[config.mk]
export PLATFORM = sky130hd
export DESIGN_NAME = cpu_port_exerciser
export DESIGN_NICKNAME = d
export VERILOG_FILES = /design/src/rtl/cpu_port_exerciser.sv
export SDC_FILE = /design/constraint.sdc
export NUM_CORES = 1
export LEC_CHECK = 0
export BUFFER_PORTS_ARGS = -buffer_cell sky130_fd_sc_hd__buf_4
export CAP_MARGIN = 10
export CELL_PAD_IN_SITES_DETAIL_PLACEMENT = 1
export CELL_PAD_IN_SITES_GLOBAL_PLACEMENT = 1
export CORE_ASPECT_RATIO = 0.8
export CORE_MARGIN = 3
export CORE_UTILIZATION = 30
export DETAILED_ROUTE_END_ITERATION = 10
export PLACE_DENSITY_LB_ADDON = 0.1
export SETUP_SLACK_MARGIN = 0.1
export SYNTH_ARGS = -nofsm -noshare
export SYNTH_HDL_FRONTEND = slang
export SYNTH_SLANG_ARGS = --single-unit
[constraint.sdc]
create_clock -name sysclk -period 8.8 [get_ports sysclk]
set_clock_uncertainty 0.2 [all_clocks]
set_input_delay 1.76 -clock sysclk [delete_from_list [all_inputs] [get_ports sysclk]]
set_output_delay 1.76 -clock sysclk [all_outputs]
set_load 0.05 [all_outputs]
[src/rtl/cpu_port_exerciser.sv]
// Write/read-back soak initiator for the sdram_ctrl CPU port: sweeps a word range
// with a seeded pattern and reports errors. Define EXERCISER_BYTE_EN for byte-lane passes.
module cpu_port_exerciser #(
    parameter logic [15:0] SEED    = 16'hA5A5,
    parameter int          GAP     = 2,
    parameter int          TIMEOUT = 1023
) (
    input  logic        sysclk,
    input  logic        reset_n,
    input  logic        start,
    input  logic [24:0] base,
    input  logic [15:0] count,
    output logic        busy,
    output logic        done,
    output logic        pass,
    output logic        timeout,
    output logic [15:0] err_count,
    output logic [24:0] first_fail_addr,
    output logic [24:0] cpuAddr,
    output logic [3:0]  cpustate,
    output logic        cpuL,
    output logic        cpuU,
    output logic [15:0] cpuWR,
    input  logic [15:0] cpuRD,
    input  logic        enaWRreg,
    input  logic        cpuena
);

    localparam logic [15:0] GAP_LAST = 16'(GAP - 1);
    localparam logic [15:0] TMO_LAST = 16'(TIMEOUT - 1);

    typedef enum logic [3:0] {
        ST_IDLE   = 4'd0,
        ST_WR_REQ = 4'd1,
        ST_WR_GAP = 4'd2,
        ST_RD_REQ = 4'd3,
        ST_RD_GAP = 4'd4,
`ifdef EXERCISER_BYTE_EN
        ST_BW_REQ = 4'd5,
        ST_BW_GAP = 4'd6,
        ST_BR_REQ = 4'd7,
        ST_BR_GAP = 4'd8,
`endif
        ST_FIN    = 4'd9
    } state_t;

    function automatic logic [15:0] pattern(input logic [24:0] a);
        return a[15:0] ^ SEED;
    endfunction

    // BR reads back a word whose upper byte was overwritten with the inverted pattern
    function automatic logic [15:0] expect_word(input state_t s, input logic [24:0] a);
        logic [15:0] p;
        p = pattern(a);
        case (s)
`ifdef EXERCISER_BYTE_EN
            ST_BR_REQ: return {~p[15:8], p[7:0]};
`endif
            default:   return p;
        endcase
    endfunction

    function automatic logic is_read(input state_t s);
        case (s)
            ST_RD_REQ: return 1'b1;
`ifdef EXERCISER_BYTE_EN
            ST_BR_REQ: return 1'b1;
`endif
            default:   return 1'b0;
        endcase
    endfunction

    function automatic state_t gap_of(input state_t s);
        case (s)
            ST_WR_REQ: return ST_WR_GAP;
            ST_RD_REQ: return ST_RD_GAP;
`ifdef EXERCISER_BYTE_EN
            ST_BW_REQ: return ST_BW_GAP;
            ST_BR_REQ: return ST_BR_GAP;
`endif
            default:   return ST_FIN;
        endcase
    endfunction

    function automatic state_t req_of(input state_t s);
        case (s)
            ST_WR_GAP: return ST_WR_REQ;
            ST_RD_GAP: return ST_RD_REQ;
`ifdef EXERCISER_BYTE_EN
            ST_BW_GAP: return ST_BW_REQ;
            ST_BR_GAP: return ST_BR_REQ;
`endif
            default:   return ST_FIN;
        endcase
    endfunction

    function automatic state_t next_pass(input state_t s);
        case (s)
            ST_WR_GAP: return ST_RD_REQ;
`ifdef EXERCISER_BYTE_EN
            ST_RD_GAP: return ST_BW_REQ;
            ST_BW_GAP: return ST_BR_REQ;
`endif
            default:   return ST_FIN;
        endcase
    endfunction

    state_t      state_q, state_d;
    logic [24:0] base_q, base_d;
    logic [15:0] count_q, count_d;
    logic [15:0] idx_q, idx_d;
    logic [24:0] addr_q, addr_d;
    logic [15:0] gap_q, gap_d;
    logic [15:0] tmo_q, tmo_d;
    logic        busy_q, busy_d;
    logic        done_q, done_d;
    logic        pass_q, pass_d;
    logic        timeout_q, timeout_d;
    logic [15:0] err_count_q, err_count_d;
    logic [24:0] ffa_q, ffa_d;
    logic [24:0] cpu_addr_q, cpu_addr_d;
    logic [3:0]  cpu_state_q, cpu_state_d;
    logic        cpu_l_q, cpu_l_d;
    logic        cpu_u_q, cpu_u_d;
    logic [15:0] cpu_wr_q, cpu_wr_d;
    logic        accept_s;

    assign accept_s = enaWRreg && cpuena;

    // Sequencer: pass/word progression, acceptance, timeout and status bookkeeping
    always_comb begin
        state_d     = state_q;
        base_d      = base_q;
        count_d     = count_q;
        idx_d       = idx_q;
        addr_d      = addr_q;
        gap_d       = gap_q;
        tmo_d       = tmo_q;
        busy_d      = busy_q;
        done_d      = done_q;
        pass_d      = pass_q;
        timeout_d   = timeout_q;
        err_count_d = err_count_q;
        ffa_d       = ffa_q;
        case (state_q)
            ST_IDLE: begin
                if (start) begin
                    done_d      = 1'b0;
                    pass_d      = 1'b0;
                    timeout_d   = 1'b0;
                    err_count_d = 16'd0;
                    ffa_d       = 25'd0;
                    base_d      = base;
                    count_d     = count;
                    idx_d       = 16'd0;
                    addr_d      = base;
                    tmo_d       = 16'd0;
                    if (count != 16'd0) begin
                        busy_d  = 1'b1;
                        state_d = ST_WR_REQ;
                    end else begin
                        state_d = ST_FIN;
                    end
                end else begin
                    state_d = ST_IDLE;
                end
            end
`ifdef EXERCISER_BYTE_EN
            ST_WR_REQ, ST_RD_REQ, ST_BW_REQ, ST_BR_REQ: begin
`else
            ST_WR_REQ, ST_RD_REQ: begin
`endif
                if (accept_s) begin
                    state_d = gap_of(state_q);
                    gap_d   = 16'd0;
                    if (is_read(state_q) && (cpuRD != expect_word(state_q, addr_q))) begin
                        // a saturating counter never returns to zero, so zero means "no miss yet"
                        if (err_count_q == 16'd0) begin
                            ffa_d = addr_q;
                        end else begin
                            ffa_d = ffa_q;
                        end
                        if (err_count_q != 16'hFFFF) begin
                            err_count_d = err_count_q + 16'd1;
                        end else begin
                            err_count_d = err_count_q;
                        end
                    end else begin
                        err_count_d = err_count_q;
                    end
                end else if (tmo_q == TMO_LAST) begin
                    timeout_d = 1'b1;
                    state_d   = ST_FIN;
                end else begin
                    tmo_d = tmo_q + 16'd1;
                end
            end
`ifdef EXERCISER_BYTE_EN
            ST_WR_GAP, ST_RD_GAP, ST_BW_GAP, ST_BR_GAP: begin
`else
            ST_WR_GAP, ST_RD_GAP: begin
`endif
                if (gap_q == GAP_LAST) begin
                    tmo_d = 16'd0;
                    if ((idx_q + 16'd1) == count_q) begin
                        idx_d   = 16'd0;
                        addr_d  = base_q;
                        state_d = next_pass(state_q);
                    end else begin
                        idx_d   = idx_q + 16'd1;
                        addr_d  = addr_q + 25'd1;
                        state_d = req_of(state_q);
                    end
                end else begin
                    gap_d = gap_q + 16'd1;
                end
            end
            ST_FIN: begin
                done_d  = 1'b1;
                pass_d  = (err_count_q == 16'd0) && !timeout_q;
                busy_d  = 1'b0;
                state_d = ST_IDLE;
            end
            default: begin
                state_d = ST_IDLE;
                busy_d  = 1'b0;
            end
        endcase
    end

    // Bus drive derived from the next state so requests are registered and glitch-free
    always_comb begin
        cpu_addr_d  = cpu_addr_q;
        cpu_state_d = 4'b0101;
        cpu_l_d     = 1'b1;
        cpu_u_d     = 1'b1;
        cpu_wr_d    = cpu_wr_q;
        case (state_d)
            ST_WR_REQ: begin
                cpu_addr_d  = addr_d;
                cpu_state_d = 4'b0011;
                cpu_l_d     = 1'b0;
                cpu_u_d     = 1'b0;
                cpu_wr_d    = pattern(addr_d);
            end
            ST_RD_REQ: begin
                cpu_addr_d  = addr_d;
                cpu_state_d = 4'b0010;
                cpu_l_d     = 1'b0;
                cpu_u_d     = 1'b0;
            end
`ifdef EXERCISER_BYTE_EN
            ST_BW_REQ: begin
                cpu_addr_d  = addr_d;
                cpu_state_d = 4'b0011;
                cpu_l_d     = 1'b1;
                cpu_u_d     = 1'b0;
                cpu_wr_d    = ~pattern(addr_d);
            end
            ST_BR_REQ: begin
                cpu_addr_d  = addr_d;
                cpu_state_d = 4'b0010;
                cpu_l_d     = 1'b0;
                cpu_u_d     = 1'b0;
            end
`endif
            default: begin
                cpu_state_d = 4'b0101;
                cpu_l_d     = 1'b1;
                cpu_u_d     = 1'b1;
            end
        endcase
    end

    // State, status and bus registers
    always_ff @(posedge sysclk or negedge reset_n) begin
        if (!reset_n) begin
            state_q     <= ST_IDLE;
            base_q      <= 25'd0;
            count_q     <= 16'd0;
            idx_q       <= 16'd0;
            addr_q      <= 25'd0;
            gap_q       <= 16'd0;
            tmo_q       <= 16'd0;
            busy_q      <= 1'b0;
            done_q      <= 1'b0;
            pass_q      <= 1'b0;
            timeout_q   <= 1'b0;
            err_count_q <= 16'd0;
            ffa_q       <= 25'd0;
            cpu_addr_q  <= 25'd0;
            cpu_state_q <= 4'b0101;
            cpu_l_q     <= 1'b1;
            cpu_u_q     <= 1'b1;
            cpu_wr_q    <= 16'd0;
        end else begin
            state_q     <= state_d;
            base_q      <= base_d;
            count_q     <= count_d;
            idx_q       <= idx_d;
            addr_q      <= addr_d;
            gap_q       <= gap_d;
            tmo_q       <= tmo_d;
            busy_q      <= busy_d;
            done_q      <= done_d;
            pass_q      <= pass_d;
            timeout_q   <= timeout_d;
            err_count_q <= err_count_d;
            ffa_q       <= ffa_d;
            cpu_addr_q  <= cpu_addr_d;
            cpu_state_q <= cpu_state_d;
            cpu_l_q     <= cpu_l_d;
            cpu_u_q     <= cpu_u_d;
            cpu_wr_q    <= cpu_wr_d;
        end
    end

    assign busy            = busy_q;
    assign done            = done_q;
    assign pass            = pass_q;
    assign timeout         = timeout_q;
    assign err_count       = err_count_q;
    assign first_fail_addr = ffa_q;
    assign cpuAddr         = cpu_addr_q;
    assign cpustate        = cpu_state_q;
    assign cpuL            = cpu_l_q;
    assign cpuU            = cpu_u_q;
    assign cpuWR           = cpu_wr_q;

endmodule

==> results of run 1 <==
[per-layer routing]
layer  vias to the layer above  routed length [µm]  track usage
met5                         -                   0            0
met4                         0                 609       0.0330
met3                        34                1470       0.0278
met2                       137               13500        0.264
met1                      4116               16000        0.265
li1                       3959                   -            -
[sequential cells by signal, summed over array words and instances (netlist names), 3 cells and up]
name	count
cpustate	3
state_q	4
first_fail_addr	25
count_q	16
addr_q	25
cpuWR	16
idx_q	16
cpuAddr	25
err_count	16
base_q	25
gap_q	16
tmo_q	16
[metrics by stage]
| stage | setup slack, ns | power (W) | instances |
|---|---|---|---|
| finish | 4.26 | 0.00479 | 1663 |
| global placement | 3.71 | 0.00381 | 1618 |
| global route | 3.86 | 0.00514 | 1663 |
| floorplan | 5.01 | 0.00309 | 1082 |
| CTS | 4.14 | 0.00488 | 1663 |
| detailed placement | 3.66 | 0.00384 | 1618 |
[critical path, cell delays in order, from the launching register on]
cell and delay [ns]:
dfrtp_1 0.44, ha_1 0.29, nand2_2 0.19, nor4_4 0.48, nand3_1 0.23, nor3_1 0.24
o21ai_1 0.13, nor4_4 0.29, buf_4 0.56, mux2i_1 0.22, o211ai_4 0.69, mux2_2 0.41
[final cells by class]
type                       instances  share of cell area
multi-input combinational        781               0.377
sequential                       207               0.410
tap                              434              0.0429
timing repair buffer             163              0.0974
clock buffer                      38              0.0581
clock inverter                     7             0.00524
inverter                          33             0.00980
[synthesized netlist by cell type (16+ instances only)]
cell      count  area share
nor3_1       23       0.011
a21oi_1      16      0.0078
o211ai_1     23       0.017
clkbuf_1     44       0.016
inv_1        33       0.012
xnor2_1      47       0.040
dfrtp_1     205        0.50
o21ai_0      55       0.027
nand3_1      37       0.018
mux2i_1      30       0.029
nor4_1       17       0.010
nand4_1      23       0.014
xor2_1       47       0.040
nor2_1       78       0.028
nand2_1     238       0.087
mux2_2       29       0.032
[power groups by stage]
stage | combinational [W] | sequential [W] | clock [W]
2_1_floorplan | 0.00104 | 0.00205 | 0
3_3_place_gp | 0.00218 | 0.00163 | 0
3_5_place_dp | 0.00220 | 0.00163 | 0
4_1_cts | 0.00221 | 0.00162 | 0.00105
5_1_grt | 0.00238 | 0.00167 | 0.00109
6_report | 0.00217 | 0.00161 | 0.00101
[how the worst max path moves through the flow]
stage | start | endpoint | slack [ns] | depth (start not counted)
floorplan | start | tmo_q[15] | 5.01 | 9
global placement | start | cpuWR[13] | 3.71 | 9
detailed placement | start | cpuWR[13] | 3.66 | 9
CTS | idx_q[0] | cpuWR[5] | 4.14 | 11
global route | idx_q[0] | cpuWR[0] | 3.86 | 11
finish | idx_q[0] | cpuWR[5] | 4.26 | 11
[placed cells by master, fill, tap and decap left out, types with 10 or more instances in the layout]
master     count
nand3_1       37
o211ai_1      23
nor4_1        17
a21oi_1       16
o21ai_0       55
clkbuf_16     25
nand2_1      237
nor3_1        23
o31ai_1       10
nand4_1       23
dfrtp_1      205
nor2_1        78
buf_4        162
inv_1         33
mux2i_1       30
xor2_1        47
or3_1         11
xnor2_1       47
mux2_2        29
[cells by family (layout without fill, tap and decap cells)]
logic type | after synthesis | after routing
AO/OA/AOI/OAI | 142 | 142
XOR/XNOR | 94 | 94
adder cells (fa/ha/maj) | 8 | 8
buffers and inverters | 94 | 241
flip-flops | 207 | 207
multiplexers | 65 | 65
other | 1 | 1
AND/OR/NAND/NOR | 471 | 471
==> results.json, run 1 <==
{
  "synth.cell_area_um2": 10300,
  "final_cell_area_um2": 12600,
  "pwr-share-seq": 0.336,
  "hp-class": "flip-flop to flip-flop",
  "syn_nets": 1152,
  "leakage_nw": 5.79,
  "synth.distinct_cells": 66,
  "regArea_um2": 5180,
  "initial_utilization": 0.305,
  "vdd_drop_max_uv": 213,
  "post-route-util": 0.374,
  "max_slew.worst_pin.slew_ns": 1.07,
  "grt_pass1_wl_um": 50300,
  "layout.nets": 1281,
  "vias_per_cell": 4.96,
  "finalCritPeriodShare": 0.516,
  "setup-tns-final_ns": 0,
  "antenna_cells": 0,
  "ios": 154,
  "cts-htree-levels": 1,
  "syn-instance-count": 1082,
  "yosys.area_share.adder": 0.00970,
  "antenna_left": 0,
  "finalHoldViolCount": 0,
  "cts_made_buffers": 25,
  "cp-end-kind": "flip-flop",
  "worst_ep_arrival_time_ns": 4.76,
  "path_class": "flip-flop to flip-flop",
  "clkPwrFrac": 0.211,
  "ys.flop_type": "dfrtp_1",
  "path_max_fanout": 37,
  "slew_headroom": 0.287,
  "ys_async_sr_fraction": 1.00,
  "synth_mux_area_frac": 0.0695,
  "r2r_setup_slack_ns": 4.26,
  "fp.dieW_um": 213,
  "fin_crit_ns": 4.54,
  "power.internal_w": 0.00263,
  "synth-xor-area-share": 0.0798,
  "drive_gt1_frac": 0.206,
  "placed_area_um2": 11800,
  "whs_ns": 0.274,
  "gp_congestion": 0.770,
  "cts_setup_buffers": 0,
  "clk_latency_ns": 0.53,
  "die_area_um2": 36700,
  "die_y_um": 172,
  "grt_pass1_vias": 8673,
  "synth-edff-count": 0,
  "worstReg2RegStart": "idx_q[0]",
  "portBuffers": 152,
  "grt-ovfl-total": 0,
  "powerDensity_nw_per_um2": 379,
  "holdPathEnd": "first_fail_addr[22]",
  "reg2reg_to": "cpuWR[5]",
  "slew_viol_final": 0,
  "std_cell_rows": 60,
  "fillCellCount": 3898,
  "min_from": "first_fail_addr[22]",
  "ys_seq_elements": 207,
  "multiInputGateArea_um2": 4760,
  "antenna_found_initial": 0,
  "switching_share": 0.450,
  "drcViolationCount": 0,
  "clock.fmax_mhz": 220,
  "dp_hpwl_um": 21900,
  "yosysWarnings": 0,
  "yosysSeqAreaShare": 0.502,
  "avgSynthCellArea_um2": 9.53,
  "grt_max_degree": 75,
  "rr_worst_depth": 11,
  "clk_pin_slew_ns": 0.06,
  "cts_resized": 0,
  "routed_wl_um": 31500,
  "syn2layout_area_growth_pct": 22.6,
  "hold_depth": 2,
  "wl_per_cell_um": 19.0,
  "cts_num_sinks": 207,
  "run_status": "complete, no violations",
  "grt_usage": 0.174,
  "cp.required_ns": 9.01,
  "synthSimpleGateAreaFrac": 0.210,
  "drt_pass1_iterations": 6,
  "dr.first_iter.drc_count": 443,
  "p_switching_w": 0.00216,
  "setup_viol": 0,
  "rsz0062_at_grt": "no",
  "pwr-share-comb": 0.453,
  "tritoncts": "done",
  "coreArea_um2": 33800,
  "synth_compound_area_frac": 0.0889,
  "clockBufferDepth": 3,
  "num_vias": 8246,
  "synth_top_family_by_area": "simple AND/OR/NAND/NOR gates",
  "drv_cap": 0,
  "cts_hold_buf": 0,
  "critPathLaunchType": "flip-flop",
  "root_buffer": "clkbuf_16"
}
Note: power is estimated with default switching activity, not from simulation.
==> inputs of run 2 (changes only) <==
- clock period: 8.8 -> 3.8 ns (I/O delays scaled with it)
==> results.json, run 2 (synthesis gave the netlist of run 1 again) <==
{
  "dp_hpwl_um": 23300,
  "max_slew.worst_pin.slew_ns": 0.853,
  "num_vias": 8376,
  "gp_congestion": 0.819,
  "grt-ovfl-total": 0,
  "met1_length_um": 16800,
  "portBuffers": 152,
  "antenna_left": 0,
  "dr.first_iter.drc_count": 421,
  "placed_area_um2": 12100,
  "endpoint": "cpuWR[4]",
  "drive_gt1_frac": 0.226,
  "setup-tns-final_ns": 0,
  "grt_usage": 0.178,
  "slowest_stage": "dfrtp_1",
  "clock.fmax_mhz": 290,
  "whs_ns": -0.00432,
  "reg2reg_to": "cpuWR[4]",
  "antenna_cells": 0,
  "final_common_cell": "nand2_1",
  "worst_ep_arrival_time_ns": 3.66,
  "finalHoldViolCount": 2,
  "layout_common_cells": "237 x nand2_1, 205 x dfrtp_1, 183 x buf_4, 78 x nor2_1, 55 x o21ai_0",
  "powerDensity_nw_per_um2": 880,
  "run_status": "finished, violations left",
  "clk_latency_ns": 0.54,
  "wl_per_cell_um": 19.5,
  "clk_pin_slew_ns": 0.06,
  "drt_pass1_iterations": 4,
  "cp-end-kind": "flip-flop",
  "fin_crit_ns": 3.45,
  "p_total_w": 0.0114,
  "final_cell_area_um2": 12900,
  "setup_viol": 0,
  "cts_num_sinks": 207,
  "slew_viol_final": 0,
  "worstReg2RegStart": "idx_q[0]",
  "coreArea_um2": 33800,
  "slew_headroom": 0.431,
  "ios": 154,
  "grt_pass1_vias": 8624,
  "cts_made_buffers": 24,
  "rsz0062_at_grt": "no",
  "leakage_nw": 5.97,
  "path_max_fanout": 16,
  "cts-htree-levels": 1,
  "path_cells": "ha_2 > nand2_2 > nor4_4 > nand3_1 > nor3_1 > o21ai_1 > nor4_4 > buf_12 > mux2i_1 > o211ai_4 > buf_12 > mux2_2",
  "rr_worst_depth": 12,
  "critPathLaunchType": "flip-flop",
  "grt_pass1_wl_um": 51300,
  "routed_wl_um": 32900,
  "root_buffer": "clkbuf_16",
  "path_class": "flip-flop to flip-flop",
  "tritoncts": "done",
  "violations": "hold timing",
  "std_cell_rows": 60,
  "fillCellCount": 3842,
  "vias_per_cell": 4.96,
  "initial_utilization": 0.305,
  "dr_wl_met2_um": 14700,
  "syn2layout_area_growth_pct": 25.5,
  "hp-class": "input port to asynchronous set/reset pin",
  "layout.nets": 1307,
  "dr.max_layer_used": "met4",
  "clockBufferDepth": 3,
  "drcViolationCount": 0,
  "vdd_drop_max_uv": 517,
  "cp.required_ns": 4.01,
  "drv_cap": 0,
  "max_stage_delay_ns": 0.44,
  "startpoint": "idx_q[0]",
  "wl_met3_um": 966,
  "r2r_setup_slack_ns": 0.35,
  "die_y_um": 172,
  "die_area_um2": 36700,
  "grt_max_degree": 76,
  "fp.dieW_um": 213,
  "finalCritPeriodShare": 0.907,
  "antenna_found_initial": 0
}
[run 2: area by class of cell]
type	count	area (µm²)	area share
sequential	207	5180	0.400
multi-input combinational	781	4780	0.369
inverter	33	124	0.00957
tap	434	543	0.0419
clock buffer	33	696	0.0537
timing repair buffer	190	1510	0.117
clock inverter	11	113	0.00870
[run 2: critical path, delay by kind of cell (launching register included)]
family          cells  cell delay (ns)
fa+ha+maj           1             0.28
mux                 2             0.46
flops               1             0.44
buf+inv             2             0.41
compound gates      2             0.32
simple gates        5             1.19
[run 2: per-stage QoR]
stage               std cells  setup WS [ns]  hold WS, ns   util
floorplan                1082          0.518        0.240      -
global placement         1644          0.244        0.260  0.359
detailed placement       1644          0.138        0.263  0.359
CTS                      1688          0.113       0.0141  0.383
global route             1689          0.137       0.0240  0.383
finish                   1689          0.353     -0.00432  0.383
[run 2: report_power, final]
| part | switching [W] | internal [W] |
|---|---|---|
| Clock | 0.000977 | 0.00142 |
| Sequential | 0.000752 | 0.00300 |
| Combinational | 0.00342 | 0.00182 |
[run 2: what timing repair did]
action	in CTS	in global routing
endpoints found under the setup margin	0	48
setup buffers	0	1
resized for setup	0	3
hold buffers	0	0
[run 2: worst min-delay path by stage]
stage | from | end | slack [ns] | cells after the start
floorplan | base_q[5] | base_q[5] | 0.24 | 2
global placement | base_q[1] | base_q[1] | 0.26 | 2
detailed placement | base_q[13] | base_q[13] | 0.26 | 2
CTS | reset_n | gap_q[14] | 0.01 | 1
global route | reset_n | gap_q[13] | 0.02 | 1
finish | reset_n | gap_q[13] | -0.004 | 1
[run 2: per-layer routing]
| metal | global-route usage | vias to the layer above |
|---|---|---|
| met1 | 0.268 | 4224 |
| met3 | 0.0270 | 35 |
| met2 | 0.276 | 106 |
| met4 | 0.0299 | 0 |
| li1 | - | 4011 |
| met5 | 0 | - |
